==> src/rtl/arb_pkg.sv <==
// Shared types and constants for the 32-source round-robin arbiter.
//   N_SRC       : number of requesters
//   SEL_W       : width of a source index
//   sel_t       : source index type
//   arb_state_t : arbiter FSM state
package arb_pkg;
  localparam int N_SRC = 32;
  localparam int SEL_W = 5;

  typedef logic [SEL_W-1:0] sel_t;
  typedef enum logic {IDLE, HOLD} arb_state_t;
endpackage

==> src/rtl/mux32_1_32bit.sv <==
// 32:1 word multiplexer shared by all requesters.
//   data_i : 32 source words
//   sel    : source index
//   data_o : selected word (combinational)
module mux32_1_32bit #(
  parameter int WIDTH = 32
) (
  input  logic [WIDTH-1:0] data_i [32],
  input  logic [4:0]       sel,
  output logic [WIDTH-1:0] data_o
);
  assign data_o = data_i[sel];
endmodule

==> src/rtl/rr_arbiter32.sv <==
// Round-robin arbiter / sequencer in front of one shared 32:1 mux.
// Picks the first requester at or after the rotating pointer, captures its
// word into a register and offers it downstream with valid/ready.
//   clk, rst_n : clock, async active-low reset
//   req        : per-source request
//   data_i     : per-source word
//   grant      : registered one-hot grant (1<<sel while out_valid)
//   ack        : combinational; source word consumed this cycle
//   sel        : registered select index
//   out_valid  : out_data is valid
//   out_ready  : downstream accepts this cycle
//   out_data   : registered selected word
module rr_arbiter32
  import arb_pkg::*;
#(
  parameter int WIDTH = 32
) (
  input  logic              clk,
  input  logic              rst_n,
  input  logic [N_SRC-1:0]  req,
  input  logic [WIDTH-1:0]  data_i [N_SRC],
  output logic [N_SRC-1:0]  grant,
  output logic [N_SRC-1:0]  ack,
  output logic [SEL_W-1:0]  sel,
  output logic              out_valid,
  input  logic              out_ready,
  output logic [WIDTH-1:0]  out_data
);

  arb_state_t state;
  sel_t       ptr;

  // Rotate req right by p, take the lowest set bit, add p back.
  // Returns {hit, index}.
  function automatic logic [SEL_W:0] find_winner(input logic [N_SRC-1:0] r,
                                                 input sel_t p);
    logic [2*N_SRC-1:0] dbl;
    logic [N_SRC-1:0]   rot;
    sel_t               off;
    logic               hit;
    dbl = {r, r} >> p;
    rot = dbl[N_SRC-1:0];
    off = '0;
    hit = 1'b0;
    for (int i = N_SRC-1; i >= 0; i--) begin
      if (rot[i]) begin
        off = sel_t'(i);
        hit = 1'b1;
      end
    end
    return {hit, sel_t'(off + p)};
  endfunction

  // While holding, the next search starts just past the current word so the
  // served source drops to lowest priority on a back-to-back transfer.
  sel_t             search_ptr;
  logic [SEL_W:0]   win;
  logic             win_hit;
  sel_t             win_idx;
  logic             load;
  sel_t             mux_sel;
  logic [WIDTH-1:0] mux_word;

  assign search_ptr = (state == HOLD) ? sel_t'(sel + 1'b1) : ptr;
  assign win        = find_winner(req, search_ptr);
  assign win_hit    = win[SEL_W];
  assign win_idx    = win[SEL_W-1:0];
  assign load       = win_hit & ((state == IDLE) | out_ready);

  // The mux follows sel, except on a loading edge where it is steered to the
  // winner so the word is captured in the same cycle as the grant.
  assign mux_sel = load ? win_idx : sel;

  mux32_1_32bit #(.WIDTH(WIDTH)) u_mux (
    .data_i (data_i),
    .sel    (mux_sel),
    .data_o (mux_word)
  );

  assign ack = grant & {N_SRC{out_valid & out_ready}};

  always_ff @(posedge clk or negedge rst_n) begin
    if (!rst_n) begin
      state     <= IDLE;
      ptr       <= '0;
      sel       <= '0;
      grant     <= '0;
      out_valid <= 1'b0;
      out_data  <= '0;
    end else begin
      case (state)
        IDLE: begin
          if (win_hit) begin
            sel       <= win_idx;
            grant     <= {{(N_SRC-1){1'b0}}, 1'b1} << win_idx;
            out_data  <= mux_word;
            out_valid <= 1'b1;
            state     <= HOLD;
          end
        end
        HOLD: begin
          if (out_ready) begin
            ptr <= sel_t'(sel + 1'b1);
            if (win_hit) begin
              sel      <= win_idx;
              grant    <= {{(N_SRC-1){1'b0}}, 1'b1} << win_idx;
              out_data <= mux_word;
            end else begin
              grant     <= '0;
              out_valid <= 1'b0;
              state     <= IDLE;
            end
          end
        end
        default: state <= IDLE;
      endcase
    end
  end

endmodule

==> config.mk <==
export PLATFORM = sky130hd
export DESIGN_NAME = rr_arbiter32
export DESIGN_NICKNAME = d
export VERILOG_FILES = /design/src/rtl/arb_pkg.sv /design/src/rtl/mux32_1_32bit.sv /design/src/rtl/rr_arbiter32.sv
export SDC_FILE = /design/constraint.sdc
export NUM_CORES = 1
export LEC_CHECK = 0
export ABC_AREA = 1
export BUFFER_PORTS_ARGS = -buffer_cell sky130_fd_sc_hd__buf_2
export CORE_AREA = 4 4 456 458
export CTS_BUF_LIST = sky130_fd_sc_hd__clkbuf_8
export DETAILED_ROUTE_END_ITERATION = 10
export DIE_AREA = 0 0 460 462
export GPL_TIMING_DRIVEN = 0
export PLACE_DENSITY_LB_ADDON = 0.25
export SYNTH_ARGS = -nofsm -noshare
export SYNTH_HDL_FRONTEND = slang
export SYNTH_SLANG_ARGS = --single-unit
export TNS_END_PERCENT = 50
==> constraint.sdc <==
create_clock -name clk -period 10.05 [get_ports clk]
set_clock_uncertainty 0.1 [all_clocks]
set_input_delay 0.5025 -clock clk [delete_from_list [all_inputs] [get_ports clk]]
set_output_delay 0.5025 -clock clk [all_outputs]
set_load 0.01 [all_outputs]
# After elaboration in Yosys (flattened, before gate mapping)
# Index checks and enable logic that the tools add are counted.
# totals
register_bits	76
wordCells	109
# classes
n_bitwise	6
eq_ne	3
n_reduce_logical	3
order_cmp	1
addsub	2
n_shift	2
n_mux	86
# ops
operator	count
two-way mux 32 bit	7
two-way mux 5 bit	36
binary-select mux 32 bit (select 5 bit)	1
one-hot mux 32 bit (2 select lines)	2
>> shifter 64 x 5 -> 32 bit	1
two-way mux 1 bit	37
bitwise AND 32 bit	1
left shift 1 x 5 -> 32 bit (first input constant)	1
one-hot mux 5 bit (2 select lines)	1
>= comparator 6 bit (second input constant)	1
!= test 2 bit (second input constant)	3
inverter 5 -> 6 bit	1
adder 5 x 1 -> 5 bit (second input constant)	1
adder 5 bit	1
one-hot mux 1 bit (2 select lines)	2
AND reduction 2 bit	2
AND reduction 3 bit	1
bitwise AND 1 bit	2
inverter 1 bit	1
OR 1 bit	1

# Longest topological paths before layout
# logic_depth
word_depth	44
ltp_mapped	59
ltp_nobuf	54

# Modules after synthesis
# Synthesis repeated with hierarchy kept, for this count alone.
# hier_totals
hier_cells	3455
area_unflattened_um2	16960.0
# by_module_without_submodules
mod	cells_each	n_inst	area_per_inst_um2
mux32_1_32bit	2431	1	10796.6
rr_arbiter32	1024	1	6163.4

# Worst setup path before layout
# No wires, ideal clock.
# synth_path
kind	flip-flop to flip-flop
startpoint	reg sel[0]
endpoint	reg out_data[29]
arrival_ns	4.848
stages_incl_launch_ff	56
setup_time_ns	0.117
required_ns	9.833
slack_ns	4.985
n_path_buf	5
cell_sequence	dfrtp_1 -> ha_1 -> nand2_1 -> nor2_1 -> xnor2_1 -> o21ai_4 -> inv_2 -> buf_2 -> buf_2 -> nand3_1 -> nand2_1 -> nand2_1 -> nand2_1 -> nand2_1 -> nand2_1 -> nand2_1 -> nand2_1 -> nand2_1 -> [20 not listed] -> nand2_1 -> nand2_1 -> a21oi_1 -> ha_1 -> ha_1 -> buf_4 -> o21ai_4 -> inv_4 -> buf_6 -> clkbuf_1 -> o211ai_1 -> o21ai_1 -> nand3_1 -> nand2_1 -> nand2_1 -> nand3_1 -> nand3_1 -> nand2_1
# synth_between
elab_chain_len	44
# synth_rtl
item	line	text
start: declaration	rr_arbiter32.sv:24	output logic [SEL_W-1:0] sel,
start signal: assignment	rr_arbiter32.sv:94	sel <= win_idx;
start signal: assignment	rr_arbiter32.sv:105	sel <= win_idx;
adder 5 x 1 -> 5 bit (*)	rr_arbiter32.sv:64	assign search_ptr = (state == HOLD) ? sel_t'(sel + 1'b1) : ptr;
two-way mux 5 bit (*)	rr_arbiter32.sv:64	
>> shifter 64 x 5 -> 32 bit	rr_arbiter32.sv:41	dbl = {r, r} >> p;
two-way mux 5 bit (32 in a row)	rr_arbiter32.sv:46	if (rot[i]) begin
adder 5 bit (*)	rr_arbiter32.sv:51	return {hit, sel_t'(off + p)};
via win_idx[1]	rr_arbiter32.sv:59	sel_t win_idx;
two-way mux 5 bit (*)	rr_arbiter32.sv:72	assign mux_sel = load ? win_idx : sel;
inverter 5 -> 6 bit (implied by the code) (*)	mux32_1_32bit.sv:12	assign data_o = data_i[sel];
binary-select mux 32 bit (select 5 bit) (*)	mux32_1_32bit.sv:12	
two-way mux 32 bit (implied by the code) (*) (2 in a row)	mux32_1_32bit.sv:12	
two-way mux 32 bit (*)	rr_arbiter32.sv:93, rr_arbiter32.sv:104	
two-way mux 32 bit	rr_arbiter32.sv:102	if (out_ready) begin
one-hot mux 32 bit (2 select lines) (*)	rr_arbiter32.sv:91	case (state)
end signal: assignment	rr_arbiter32.sv:96	out_data <= mux_word;
end signal: assignment	rr_arbiter32.sv:107	out_data <= mux_word;
end: declaration	rr_arbiter32.sv:27	output logic [WIDTH-1:0] out_data
# Mark *: on every way through the listed nets, which the timed path passes. The rest lies on a longest branch. The select of a mux whose other input is x is not followed.
# A chain may end at the register's enable or synchronous reset.

# Worst setup path after layout
# layout_path
startpoint	reg sel[0]
endpoint	reg out_data[1]
# Same word-level chain as after synthesis.

==> flow_summary.json <==
{
  "status": "finished, final reports clean",
  "grt_pass1_wl_um": 279600,
  "finalCriticalPeriod_ns": 9.217,
  "setup_viol": 0,
  "arrival_ns": 9.55,
  "hold_path_class": "in2reg",
  "drt_pass1_iterations": 6,
  "design_area_um2": 25500,
  "drv_cap": 0,
  "antenna_left": 0,
  "clock_sinks": 76,
  "async_reset_ff_share_pct": 100.0,
  "syn_avg_cell_area_um2": 5.125,
  "fp-row-count": 166,
  "start_util_pct": 7.761,
  "slew_violations": 0,
  "fillerInstances": 24592,
  "placed_cell_area_um2": 25070,
  "numCtsBuffers": 9,
  "wire_per_inst_um": 31.74,
  "cp_slowest_cell": "clkbuf_1",
  "crit_top_cell": "nand2_1",
  "core-area_um2": 204000,
  "cpPeakStageDelay_ns": 0.84,
  "setup_tns_ns": 0,
  "required_ns": 10.38,
  "ys_seq_elements": 76,
  "vias": 28569,
  "initialDrtViolationCount": 2670,
  "netlist_area_um2": 15830,
  "ioPinCount": 1161,
  "grt_pass1_vias": 27884,
  "end_kind": "flip-flop",
  "finalNonFillerCells": 7035,
  "max_freq_mhz": 108.5,
  "avgViaCountPerCell": 4.061,
  "nets": 5330,
  "ctsHtreeMaxLevel": 3,
  "slew_headroom_pct": 6.422,
  "synth_edf_count": 0,
  "area_growth_pct": 61.10,
  "globalplace.congestion": 0.9544,
  "tightest_slew_ns": 1.389,
  "rsz0062_at_grt": "no",
  "clock_path_buffers": 2,
  "ys.flop_type": "dfrtp_1",
  "drc": 0,
  "die_h_um": 462,
  "routed_wl_um": 223300,
  "grt_max_degree": 41,
  "cts_resized": 0,
  "ys_warn_count": 0,
  "clk_latency_ns": 0.49,
  "overflow": 0,
  "antenna_found_initial": 194,
  "cts_tree": "done",
  "post_cts_buffers": 0,
  "worstPathMaxFanout": 10,
  "hold_viol_final": 0,
  "crit_type": "reg2reg",
  "seq_area_frac_synth_pct": 12.01,
  "cts_root_buf": "clkbuf_8",
  "cts.clk_slew.worst_paths_ns": 0.15,
  "placedCellCount": 6941,
  "layout-drive-gt1-share_pct": 33.67,
  "worstSetupStartpointType": "flip-flop",
  "place.detailed.hpwl_um": 199000,
  "holdBufCountCts": 1,
  "fin_crit_sh_pct": 91.71,
  "io_buffers": 1160,
  "die_area_um2": 212500,
  "synth_cells": 3089,
  "track_usage_pct": 19.93,
  "yosysUniqueCellTypes": 42,
  "die_w_um": 460,
  "syn_nets": 4153
}
## through the flow
stage          utilization, %  hold WS [ns]  worst slack, ns
3_5_place_dp            12.29        0.3598           0.8311
4_1_cts                 12.41        0.1175           0.7045
3_3_place_gp            12.26        0.3614           0.5448
6_report                12.50        0.1750           0.8330
5_1_grt                 12.45        0.1686           0.2966
2_1_floorplan               -        0.1069            4.985
## area by class of cell
type                       count  area (µm²)  share of cell area (%)
tap                         2688        3363                   13.19
clock inverter                 7       97.59                  0.3827
timing repair buffer        1166        5896                   23.12
multi-input combinational   2608       12080                   47.38
sequential                    76        1902                   7.458
buffer                       280        1366                   5.358
inverter                     125       479.2                   1.879
antenna                       76       190.2                  0.7458
clock buffer                   9       123.9                  0.4857
## cell usage after synthesis (4+ instances only)
library cell / n / area (µm²)
a21oi_1: 7 / 35.03
a31oi_1: 5 / 31.28
buf_1: 8 / 30.03
buf_2: 163 / 815.8
buf_4: 13 / 97.59
buf_6: 8 / 90.09
clkbuf_1: 87 / 326.6
dfrtp_1: 76 / 1902
ha_1: 5 / 62.56
inv_1: 108 / 405.4
inv_2: 11 / 41.29
inv_4: 4 / 25.02
nand2_1: 765 / 2872
nand2_2: 9 / 56.30
nand3_1: 353 / 1767
nand4_1: 6 / 37.54
nor2_1: 529 / 1986
nor2_2: 4 / 25.02
nor3_1: 4 / 20.02
o211ai_1: 33 / 247.7
o21ai_0: 391 / 1957
o21ai_1: 179 / 895.9
o22ai_1: 248 / 1551
o32ai_1: 8 / 70.07
or2_2: 34 / 212.7
## state kept, by name, indices dropped and copies added (netlist names)
signal / count
grant: 32
out_valid: 1
out_data: 32
ptr: 5
sel: 5
state: 1
## critical path, delay by kind of cell, from the launching register on
family,cells,cell delay (ns)
flops,1,0.73
simple gates,44,3.77
compound gates,4,1.36
buf+inv,6,2.48
fa+ha+maj,2,0.66
## kinds of logic after synthesis
kind of cell	synth area share [%]
XOR/XNOR	0.2213
flip-flops	12.01
multiplexers	0.1265
AND/OR/NAND/NOR	44.79
adder cells (fa/ha/maj)	0.3952
AO/OA/AOI/OAI	30.80
buffers and inverters	11.65
## path summary, 6_finish.rpt
check,start,end,slack [ns],cells past startpoint
min in group asynchronous,rst_n,grant[22],0.43,2
setup reg to reg,sel[0],out_data[1],0.83,56
hold / removal,out_ready,state,0.18,2
hold reg to reg,out_data[15],out_data[15],0.39,2
max in group asynchronous,rst_n,out_data[15],8.63,3
setup / recovery,sel[0],out_data[1],0.83,56
## cells in the final DEF (no fill, tap or decap), types with 3 or more instances in the layout
cell,instances
clkbuf_8,9
buf_1,8
a31oi_1,5
and2_1,3
ha_1,5
nand2_1,765
diode_2,76
o21ai_0,390
or2_2,34
inv_1,109
buf_4,17
inv_6,3
inv_2,11
xor2_1,3
clkbuf_1,86
nor3_1,4
o32ai_1,8
nor2_1,529
o21ai_4,3
buf_2,1322
nand4_1,6
nand3_1,353
buf_6,8
nor2_2,4
dfrtp_1,76
o22ai_1,248
o21ai_1,180
a21oi_1,7
inv_4,4
o211ai_1,33
nand2_2,9
o21a_1,3
## routing by layer
metal / global-route usage, % / routed length (µm)
met1: 24.36 / 91110
met2: 34.68 / 106900
met3: 5.146 / 18230
met4: 5.033 / 6404
met5: 0 / 655
Power is left out: the tool's default activity adds up to more than one toggle a clock period on the data nets, which glitch-free logic cannot reach.
